==> config.mk <==
export PLATFORM = sky130hd
export DESIGN_NAME = day_to_date_enc
export DESIGN_NICKNAME = d
export VERILOG_FILES = /design/src/rtl/day_to_date_enc.sv
export SDC_FILE = /design/constraint.sdc
export NUM_CORES = 1
export LEC_CHECK = 0
export CAP_MARGIN = 25
export CORE_MARGIN = 1
export CORE_UTILIZATION = 45
export CTS_CLUSTER_SIZE = 12
export DETAILED_ROUTE_END_ITERATION = 10
export PLACE_DENSITY_LB_ADDON = 0.3
export SLEW_MARGIN = 40
export SYNTH_ARGS = -nofsm -noshare
export SYNTH_HDL_FRONTEND = slang
export SYNTH_SLANG_ARGS = --single-unit
==> constraint.sdc <==
create_clock -name clk -period 7.1 [get_ports clk]
set_clock_uncertainty 0.15 [all_clocks]
set_input_delay 2.13 -clock clk [delete_from_list [all_inputs] [get_ports clk]]
set_output_delay 2.13 -clock clk [all_outputs]
set_load 0.005 [all_outputs]
==> src/rtl/day_to_date_enc.sv <==
// day_to_date_enc: iterative (year, fractional julian day) to packed YYYYMMDDHH encoder.
// Define DAY_TO_DATE_LEAP400_EN for the full Gregorian leap rule; default is year%4==0.
module day_to_date_enc #(
  parameter int FRAC_W = 8,
  parameter int YEAR_W = 12
) (
  input  logic                clk,
  input  logic                rst,
  input  logic                in_valid,
  output logic                in_ready,
  input  logic [YEAR_W-1:0]   in_year,
  input  logic [FRAC_W+8:0]   in_jday,
  output logic                out_valid,
  input  logic                out_ready,
  output logic [31:0]         out_date,
  output logic                out_err
);
  localparam logic [2:0] S_IDLE = 3'd0, S_ROUND = 3'd1, S_MONTH = 3'd2, S_PACK = 3'd3, S_DONE = 3'd4;
  logic [2:0]        r_state;
  logic [YEAR_W:0]   r_year;
  logic [9:0]        r_day;
  logic [FRAC_W-1:0] r_frac;
  logic [4:0]        r_hour;
  logic [3:0]        r_m;
  logic [31:0]       r_date;
  logic              r_err;
  function automatic logic f_leap(input int y);
`ifdef DAY_TO_DATE_LEAP400_EN
    f_leap = (y[1:0] == 2'd0) && !(y inside {100, 200, 300, 500, 600, 700, 900, 1000, 1100,
                                             1300, 1400, 1500, 1700, 1800, 1900, 2100});
`else
    f_leap = (y[1:0] == 2'd0);
`endif
  endfunction
  function automatic logic [4:0] f_mlen(input logic [3:0] m, input logic leap);
    f_mlen = (m == 4'd2) ? (leap ? 5'd29 : 5'd28) :
             (m == 4'd4 || m == 4'd6 || m == 4'd9 || m == 4'd11) ? 5'd30 : 5'd31;
  endfunction
  logic [FRAC_W+5:0] w_prod;
  logic [4:0]        w_hr;
  logic              w_carry;
  logic [9:0]        w_yl;
  logic [9:0]        w_d1;
  logic              w_wrap;
  logic [YEAR_W:0]   w_year2;
  logic              w_err;
  logic [4:0]        w_len;
  logic [31:0]       w_pack;
  // hour = round(F*24 / 2^FRAC_W); a full 24 carries into the next day
  assign w_prod  = {6'd0, r_frac} * (FRAC_W+6)'(24) + (FRAC_W+6)'(1 << (FRAC_W-1));
  assign w_hr    = w_prod[FRAC_W+4:FRAC_W];
  assign w_carry = (w_hr == 5'd24);
  assign w_yl    = f_leap(int'(r_year)) ? 10'd366 : 10'd365;
  assign w_d1    = r_day + {9'd0, w_carry};
  assign w_wrap  = (w_d1 > w_yl);
  assign w_year2 = r_year + {{YEAR_W{1'b0}}, w_wrap};
  assign w_err   = (r_day == 10'd0) || (r_day > w_yl) || (w_year2 > (YEAR_W+1)'(2147));
  assign w_len   = f_mlen(r_m, f_leap(int'(r_year)));
  assign w_pack  = 32'(r_year) * 32'd1000000 + 32'(r_m) * 32'd10000 + 32'(r_day) * 32'd100 + 32'(r_hour);
  assign in_ready  = (r_state == S_IDLE);
  assign out_valid = (r_state == S_DONE);
  assign out_date  = r_date;
  assign out_err   = r_err;
  always_ff @(posedge clk or posedge rst) begin
    if (rst) begin
      r_state <= S_IDLE;
      r_year  <= '0;
      r_day   <= '0;
      r_frac  <= '0;
      r_hour  <= '0;
      r_m     <= '0;
      r_date  <= '0;
      r_err   <= 1'b0;
    end else begin
      case (r_state)
        S_IDLE: if (in_valid) begin
          r_year  <= {1'b0, in_year};
          r_day   <= {1'b0, in_jday[FRAC_W+8:FRAC_W]};
          r_frac  <= in_jday[FRAC_W-1:0];
          r_state <= S_ROUND;
        end
        S_ROUND: begin
          r_hour  <= w_carry ? 5'd0 : w_hr;
          r_day   <= w_wrap ? 10'd1 : w_d1;
          r_year  <= w_year2;
          r_m     <= 4'd1;
          r_err   <= w_err;
          r_date  <= w_err ? 32'd0 : r_date;
          r_state <= w_err ? S_DONE : S_MONTH;
        end
        S_MONTH: if (r_day <= {5'd0, w_len}) r_state <= S_PACK;
        else begin
          r_day <= r_day - {5'd0, w_len};
          r_m   <= r_m + 4'd1;
        end
        S_PACK: begin
          r_date  <= w_pack;
          r_state <= S_DONE;
        end
        S_DONE: if (out_ready) r_state <= S_IDLE;
        default: r_state <= S_IDLE;
      endcase
    end
  end
endmodule

==> run_results.csv, run 1 <==
group,metric,value,unit
clock_network,cts_tree,"yes",
logic_synthesis,synth_most_common_cell,"inv_1",
logic_synthesis,async_flop_share,1.000,
global_routing,grtUsageTotal,0.2203,
layout,drive_gt1_frac,0.05403,
sta,post-route-period-util,0.9298,
critical_path,critPathKind,"reg2reg",
logic_synthesis,syn-mean-instance-area,8.785,um2
sta,period_needed,6.602,ns
layout,antennaDiodeCount,0,
sta,worstMarginPinSlew,0.7911,ns
die,die_h,155.8,um
critical_path,critPathRequiredTime,7.22,ns
clock_network,cts_htree_levels,3,
logic_synthesis,netlist_area,10640,um2
placement,place_congestion,0.9175,
worst_hold_path,min_path_type,"reg2reg",
sta,final_max_slew_viol_count,0,
logic_synthesis,syn_nets,1496,
detailed_routing,drt_wl_total,25.99,mm
clock_network,cts_buffer_depth,2,
logic_synthesis,yosys-top-cells-count,"inv_1, ha_1, nand2_1",
placement,place_hpwl,20.52,mm
die,die_area,24260,um2
detailed_routing,avgViaCountPerCell,5.461,
detailed_routing,drt-initial-drc-count,574,
detailed_routing,vias,8683,
die,num_rows,55,
sta,hold_slack,0.3391,ns
clock_network,clkLatencyLatePin,0.36,ns
worst_hold_path,whs_path_depth,2,
placement,dp.cells,1571,
logic_synthesis,synth_warnings,0,
clock_network,clockRootBuffer,"clkbuf_16",
worst_hold_path,hold_path_end,"r_hour[0]",
sta,finalSetupViolations,0,
detailed_routing,wl_per_cell,16.34,um
critical_path,cp.arrival,6.73,ns
detailed_routing,drt-pass1-iter-count,5,
layout,final_nets,1557,
logic_synthesis,synth_top_cell_area_share,0.2223,
detailed_routing,route.detailed.drc,0,
placement,numPortBuffers,67,
job,max_cap_violations,0,
logic_synthesis,synth_cells,1211,
sta,hold_violations,0,
sta,maxSlewHeadroom,0.4726,
die,coreArea,22920,um2
critical_path,path_delay_family,"compound AO/OA/AOI/OAI gates",
critical_path,worst_setup_path_start_kind,"register",
critical_path,r2r_slack,0.50,ns
detailed_routing,ant_nets,0,
global_routing,grt_overflow,0,
clock_network,clkSinkCount,76,
global_routing,grt_max_degree,44,
logic_synthesis,synth_seq_cells,76,
critical_path,cp_max_fo,27,
layout,finalNonFillerCells,1590,
die,start_util,0.4643,
logic_synthesis,synth.area.top_cells,"ha_1, dfrtp_1, fa_1",
sta,tns,0,ns
worst_hold_path,hold_start,"r_hour[0]",
layout,fill_cells,2161,
critical_path,worstReg2RegEnd,"out_date[29]",
outcome,status,"complete, no violations",
critical_path,worstReg2RegStart,"r_frac[2]",
logic_synthesis,yosysUniqueCellTypes,83,
critical_path,path_buf_inv,1,
clock_network,cts_buffers,9,
global_routing,grt_pass1_vias,8467,
die,ioPinCount,68,
sta,fmax,151.5,MHz
global_routing,grt_pass1_wl,42.35,mm
critical_path,slowest_delay,0.44,ns
critical_path,worst-r2r-cell-count,28,
logic_synthesis,synth-edff-count,0,
global_routing,grt_antenna_before_repair,0,
logic_synthesis,synthFlopType,"dfrtp_1",
logic_synthesis,synth_top_area_cell,"ha_1",
clock_network,path_clk_slew,0.07,ns
layout,area_delta_synth_final,13.15,%
critical_path,critPathSlowestCell,"or4_1",
die,die_x,155.8,um
critical_path,cp-end-kind,"register",
logic_synthesis,ys_seq_area_frac,0.1788,
==> stage by stage <==
step / util / setup slack [ns] / cell area (um2)
detailed placement: 0.5084 / 0.1028 / 11650
floorplan: - / 1.092 / 10640
global route: 0.5253 / -0.01743 / 12040
CTS: 0.5218 / 0.06458 / 11960
finish: 0.5253 / 0.4982 / 12040
global placement: 0.5084 / 0.2926 / 11650
==> cell type report <==
type | count | area, um2 | share of cell area
clock buffer | 9 | 225.2 | 0.01871
sequential | 76 | 1902 | 0.1580
tap | 313 | 391.6 | 0.03253
multi-input combinational | 890 | 7848 | 0.6519
timing repair buffer | 80 | 780.7 | 0.06486
inverter | 215 | 808.3 | 0.06714
clock inverter | 7 | 82.58 | 0.006860
==> metal layers <==
layer  vias up  routed length (um)  global-route usage
met5         -                   0                   0
met4         0                 582             0.06536
met3        38                 934             0.02667
met2       166               12710              0.3777
met1      4183               11760              0.2901
li1       4296                   -                   -
==> how the worst max path moves through the flow <==
stage | start | end | cells past startpoint
after CTS | r_frac[1] | out_date[18] | 28
after global placement | r_frac[1] | out_date[29] | 28
after detailed placement | r_frac[1] | out_date[18] | 28
after floorplan | r_frac[1] | out_date[17] | 28
after global routing | r_frac[1] | out_date[18] | 28
final | r_frac[2] | out_date[29] | 28
==> repair_timing <==
item	CTS	global route
endpoints found under the setup margin	0	35
hold buffers	0	0
resized for setup	0	10
buffers inserted	0	3
==> kinds of logic (layout without fill, tap and decap cells) <==
group | after synthesis | count (layout) | synth area share
AO/OA/AOI/OAI | 284 | 284 | 0.1822
XOR/XNOR | 82 | 82 | 0.07139
adder cells (fa/ha/maj) | 252 | 252 | 0.3408
buffers and inverters | 245 | 311 | 0.08903
flip-flops | 76 | 76 | 0.1788
multiplexers | 10 | 10 | 0.01011
AND/OR/NAND/NOR | 262 | 262 | 0.1277
==> placed cells by master (no fill, tap or decap), types with 13 or more instances in the layout <==
cell type,n
nor3_1,15
a21o_1,14
o211ai_1,13
nor2b_1,15
nand2_1,77
a21oi_1,60
ha_1,185
nand2b_1,14
xor2_1,26
nand3_1,23
clkdlybuf4s50_1,67
xnor2_1,52
dfrtp_1,76
nor2_1,48
o21ai_0,48
fa_1,63
o22ai_1,25
inv_1,214
and3_1,13
==> registers in the layout, indices dropped and copies added (netlist names) <==
| signal | flops |
|---|---|
| r_state | 3 |
| r_hour | 5 |
| r_day | 10 |
| r_frac | 8 |
| out_err | 1 |
| r_m | 4 |
| r_year | 13 |
| out_date | 32 |
==> worst register-to-register path: cells and delay by family, from the launching register on <==
family / cells / cell delay (ns)
AND/OR/NAND/NOR: 7 / 1.57
flip-flops: 1 / 0.41
buffers and inverters: 1 / 0.21
adder cells (fa/ha/maj): 7 / 1.73
AO/OA/AOI/OAI: 11 / 2.15
XOR/XNOR: 2 / 0.29
Power of run 1 is not shown: default switching activity piles up to over one toggle a cycle in this logic, so the estimate is an artifact.
==> run 2, diff against run 1 <==
--- a/config.mk
+++ b/config.mk
@@ -11,7 +11,6 @@
 export CTS_CLUSTER_SIZE = 12
 export DETAILED_ROUTE_END_ITERATION = 10
 export PLACE_DENSITY_LB_ADDON = 0.3
-export SLEW_MARGIN = 40
 export SYNTH_ARGS = -nofsm -noshare
 export SYNTH_HDL_FRONTEND = slang
 export SYNTH_SLANG_ARGS = --single-unit
==> run 2 against run 1 <==
Net effect: sequential share of layout area barely moved; first-iteration DRC count rose by 1.2%; maximum frequency barely moved; wire length barely moved; count of clock-buffer cells in the layout did not move; utilization barely moved; sequential cell count did not move; register-to-register slack barely moved; critical path depth did not move; global-route usage did not move; highest routed layer unchanged.
==> run_results.csv, run 2 (synthesized netlist as in run 1, its figures left out) <==
group,metric,value,unit
outcome,status,"complete, no violations",
detailed_routing,drt-pass1-iter-count,5,
critical_path,cp.arrival,6.73,ns
layout,antennaDiodeCount,0,
critical_path,cp-end-kind,"register",
die,coreArea,22920,um2
global_routing,grt_pass1_vias,8467,
global_routing,gr-usage-met1,0.2901,
clock_network,clockRootBuffer,"clkbuf_16",
detailed_routing,drt-initial-drc-count,581,
global_routing,grt_pass1_wl,42.35,mm
layout,final_common_cell,"inv_1",
die,start_util,0.4643,
die,die_x,155.8,um
critical_path,critPathSlowestCell,"or4_1",
global_routing,grt_max_degree,44,
layout,final_nets,1557,
die,die_h,155.8,um
detailed_routing,route.detailed.drc,0,
layout,drive_gt1_frac,0.05325,
layout,finalNonFillerCells,1590,
die,ioPinCount,68,
worst_hold_path,min_path_type,"reg2reg",
die,num_rows,55,
sta,fmax,151.3,MHz
layout,area_delta_synth_final,13.14,%
detailed_routing,vias,8697,
global_routing,gr-max-usage-layer,"met2",
detailed_routing,wl_per_cell,16.34,um
critical_path,worst_setup_path_start_kind,"register",
critical_path,critPathKind,"reg2reg",
layout,fin_util,0.5253,
placement,numPortBuffers,67,
sta,maxSlewHeadroom,0.4370,
job,max_cap_violations,0,
sta,final_max_slew_viol_count,0,
critical_path,cp_max_fo,27,
detailed_routing,avgViaCountPerCell,5.470,
sta,worstMarginPinSlew,0.8445,ns
clock_network,cts_buffer_depth,2,
critical_path,slowest_delay,0.44,ns
sta,period_needed,6.608,ns
placement,dp_slack,0.1028,ns
clock_network,clkSinkCount,76,
global_routing,met3_usage,0.02667,
global_routing,grtUsageTotal,0.2203,
sta,hold_violations,0,
layout,mostFrequentLayoutCells,"inv_1, ha_1, nand2_1",
die,die_area,24260,um2
clock_network,cts_htree_levels,3,
clock_network,clkLatencyLatePin,0.36,ns
clock_network,cts_tree,"yes",
placement,place_congestion,0.9175,
clock_network,cts_buffers,9,
sta,finalSetupViolations,0,
global_routing,use_met2,0.3777,
detailed_routing,ant_nets,0,
clock_network,hold_buffers,0,
layout,largest_register_ffs,32,
critical_path,critPathRequiredTime,7.22,ns
global_routing,grt_antenna_before_repair,0,
sta,post-route-period-util,0.9306,
clock_network,path_clk_slew,0.07,ns
placement,dp.cells,1571,
detailed_routing,drt_wl_total,25.98,mm
sta,hold_slack,0.3392,ns
global_routing,grt_overflow,0,
sta,fin_ws,0.4924,ns
placement,place_hpwl,20.52,mm
run 2: cell counts in the layout (fill, tap and decap cells not counted):
Identical to the previous run, type by type.
run 2: worst max-delay path: cells and delay by family, from the launching register on:
kind	cells	cell delay [ns]
XOR/XNOR	2	0.29
AO/OA/AOI/OAI	11	2.13
buffers and inverters	1	0.21
adder cells (fa/ha/maj)	7	1.72
AND/OR/NAND/NOR	7	1.58
flip-flops	1	0.41
run 2: metrics by stage:
| step | cell area (um2) | setup TNS (ns) |
|---|---|---|
| 6_report | 12040 | 0 |
| 5_1_grt | 12040 | -0.03359 |
| 4_1_cts | 11960 | 0 |
| 3_5_place_dp | 11650 | 0 |
| 3_3_place_gp | 11650 | 0 |
| 2_1_floorplan | 10640 | 0 |
run 2: what timing repair did:
| item | in CTS | in global routing |
|---|---|---|
| endpoints found under the hold margin | 0 | 0 |
| resized for setup | 0 | 10 |
| endpoints found under the setup margin | 0 | 35 |
| setup buffers | 0 | 3 |
run 2: final timing paths:
check	endpoint	slack (ns)	cells past startpoint	startpoint
worst min-delay path	r_hour[0]	0.34	2	r_hour[0]
worst max-delay path	out_date[29]	0.49	28	r_frac[2]
worst min register to register	r_hour[0]	0.34	2	r_hour[0]
worst max register to register	out_date[29]	0.49	28	r_frac[2]
max in group asynchronous	r_m[3]	3.78	3	rst
min in group asynchronous	r_frac[0]	1.99	2	rst
run 2: cell type report:
cell class                 instances  area [um2]
clock buffer                       9       225.2
tap                              313       391.6
inverter                         215       808.3
fill                            2162       10880
multi-input combinational        890        7846
clock inverter                     7       82.58
timing repair buffer              80       780.7
sequential                        76        1902
run 2: per-layer routing:
layer | part of all wire | vias to the layer above | wire length, um
li1 | - | 4296 | -
met1 | 0.45 | 4208 | 11700
met2 | 0.49 | 156 | 12760
met3 | 0.037 | 37 | 952
met4 | 0.022 | 0 | 571
met5 | 0 | - | 0
Power of run 2 is left out for the same reason.
==> run 3, diff against run 2 <==
==> constraint.sdc (replaced) <==
create_clock -name clk -period 5.55 [get_ports clk]
set_clock_uncertainty 0.15 [all_clocks]
set_input_delay 1.665 -clock clk [delete_from_list [all_inputs] [get_ports clk]]
set_output_delay 1.665 -clock clk [all_outputs]
set_load 0.005 [all_outputs]
==> run 3 against run 2 <==
Net effect: the flow now finishes with violations (negative setup slack); count of clock-buffer cells in the layout is 1 higher; worst hold slack worse by 0.0014 ns; non-clock buffer count up 139; highest routed layer unchanged; largest cell class unchanged; critical path depth did not move; die area did not move.
==> run_results.csv, run 3 (synthesized netlist as in run 1, its figures left out) <==
group,metric,value,unit
sta,post-route-period-util,1.139,
placement,dp_slack,-0.7381,ns
critical_path,cp.arrival,6.44,ns
sta,worstMarginPinSlew,0.8727,ns
die,ioPinCount,68,
placement,place_congestion,0.8905,
clock_network,cts_buffers,9,
die,die_area,24260,um2
die,num_rows,55,
placement,place_hpwl,22.52,mm
critical_path,critPathRequiredTime,5.66,ns
layout,antennaDiodeCount,0,
sta,maxSlewHeadroom,0.4182,
sta,finalSetupViolations,35,
clock_network,clkSinkCount,76,
die,start_util,0.4643,
critical_path,slowest_delay,0.43,ns
die,die_x,155.8,um
job,max_cap_violations,0,
critical_path,critPathSlowestCell,"or4_4",
layout,final_nets,1696,
global_routing,grt_antenna_before_repair,0,
clock_network,cts_tree,"yes",
clock_network,clockRootBuffer,"clkbuf_16",
global_routing,grt_pass1_wl,46.49,mm
die,coreArea,22920,um2
detailed_routing,ant_nets,0,
global_routing,grt_pass1_vias,9241,
layout,final_common_cell,"inv_1",
critical_path,cp-end-kind,"register",
detailed_routing,drt-pass1-iter-count,5,
critical_path,worst_setup_path_start_kind,"register",
layout,drive_gt1_frac,0.1766,
sta,rsz0062_at_grt,"true",
die,die_h,155.8,um
detailed_routing,avgViaCountPerCell,5.391,
clock_network,cts_htree_levels,3,
clock_network,cts_buffer_depth,2,
sta,final_max_slew_viol_count,0,
layout,largest_register_ffs,32,
sta,period_needed,6.323,ns
critical_path,cp_max_fo,7,
critical_path,path_common_cell,"ha_4",
detailed_routing,vias,9321,
outcome,violations,"negative setup slack",
worst_hold_path,min_path_type,"reg2reg",
global_routing,grt_max_degree,51,
critical_path,critPathKind,"reg2reg",
clock_network,clkLatencyLatePin,0.36,ns
sta,fin_ws,-0.7728,ns
layout,fill_cells,1980,
global_routing,grt_overflow,0,
layout,mostFrequentLayoutCells,"inv_1, ha_1, buf_4",
detailed_routing,drt_wl_total,28.86,mm
clock_network,path_clk_slew,0.07,ns
global_routing,grtUsageTotal,0.2438,
detailed_routing,wl_per_cell,16.69,um
outcome,status,"finished with violations",
detailed_routing,route.detailed.drc,0,
detailed_routing,drt-initial-drc-count,467,
layout,area_delta_synth_final,26.88,%
placement,numPortBuffers,67,
sta,hold_violations,0,
sta,fmax,158.2,MHz
run 3: cell types whose count changed in the layout (fill, tap and decap cells not counted), moves of 6 or more:
cell     change
xnor2_1      -6
buf_4      +131
o22ai_2      +8
ha_4         +6
o22ai_1      -8
run 3: metal layers:
metal,vias to the layer above,wire (um),global-route usage
met4,0,710,0.08637
met3,41,1173,0.03167
met1,4494,12860,0.3187
met2,200,14110,0.4130
met5,-,0,0
li1,4586,-,-
run 3: worst paths after layout:
check | from | endpoint | slack (ns) | cells after the start
worst max register to register | r_frac[2] | out_date[12] | -0.77 | 28
min in group asynchronous | rst | r_day[6] | 1.44 | 2
worst max-delay path | r_frac[2] | out_date[12] | -0.77 | 28
max in group asynchronous | rst | r_year[11] | 2.87 | 4
worst min-delay path | out_err | out_err | 0.34 | 2
worst min register to register | out_err | out_err | 0.34 | 2
run 3: repair_timing:
| item | CTS | global route |
|---|---|---|
| endpoints found under the setup margin | 37 | 37 |
| buffers inserted | 6 | 5 |
| cloned | 2 | 1 |
| hold buffers | 0 | 0 |
| gates resized for setup | 31 | 26 |
| pin swaps | 6 | 17 |
run 3: worst max-delay path, delay by kind of cell, from the launching register on:
family	cells	cell delay, ns
XOR/XNOR	2	0.19
adder cells (fa/ha/maj)	7	1.56
flip-flops	1	0.40
AND/OR/NAND/NOR	8	1.64
buffers and inverters	2	0.35
AO/OA/AOI/OAI	9	1.91
run 3: metrics by stage:
stage | instances | utilization | area [um2] | setup TNS (ns) | hold slack, ns
after CTS | 1722 | 0.5803 | 13300 | -22.33 | 0.3358
after floorplan | 1211 | - | 10770 | -5.348 | 0.2956
after global routing | 1729 | 0.5891 | 13500 | -33.53 | 0.3559
after detailed placement | 1699 | 0.5553 | 12730 | -24.29 | 0.3240
after global placement | 1699 | 0.5553 | 12730 | -15.39 | 0.3099
final | 1729 | 0.5891 | 13500 | -25.65 | 0.3378
run 3: area by class of cell:
class,instances,area (um2),area share
clock buffers,10,239.0,0.01770
clock inverters,6,68.82,0.005098
inverters,215,808.3,0.05988
multi-input cells,890,8184,0.6063
flip-flops and latches,76,1903,0.1410
well taps,313,391.6,0.02901
repair buffers,219,1904,0.1411
Power of run 3 is left out for the same reason.
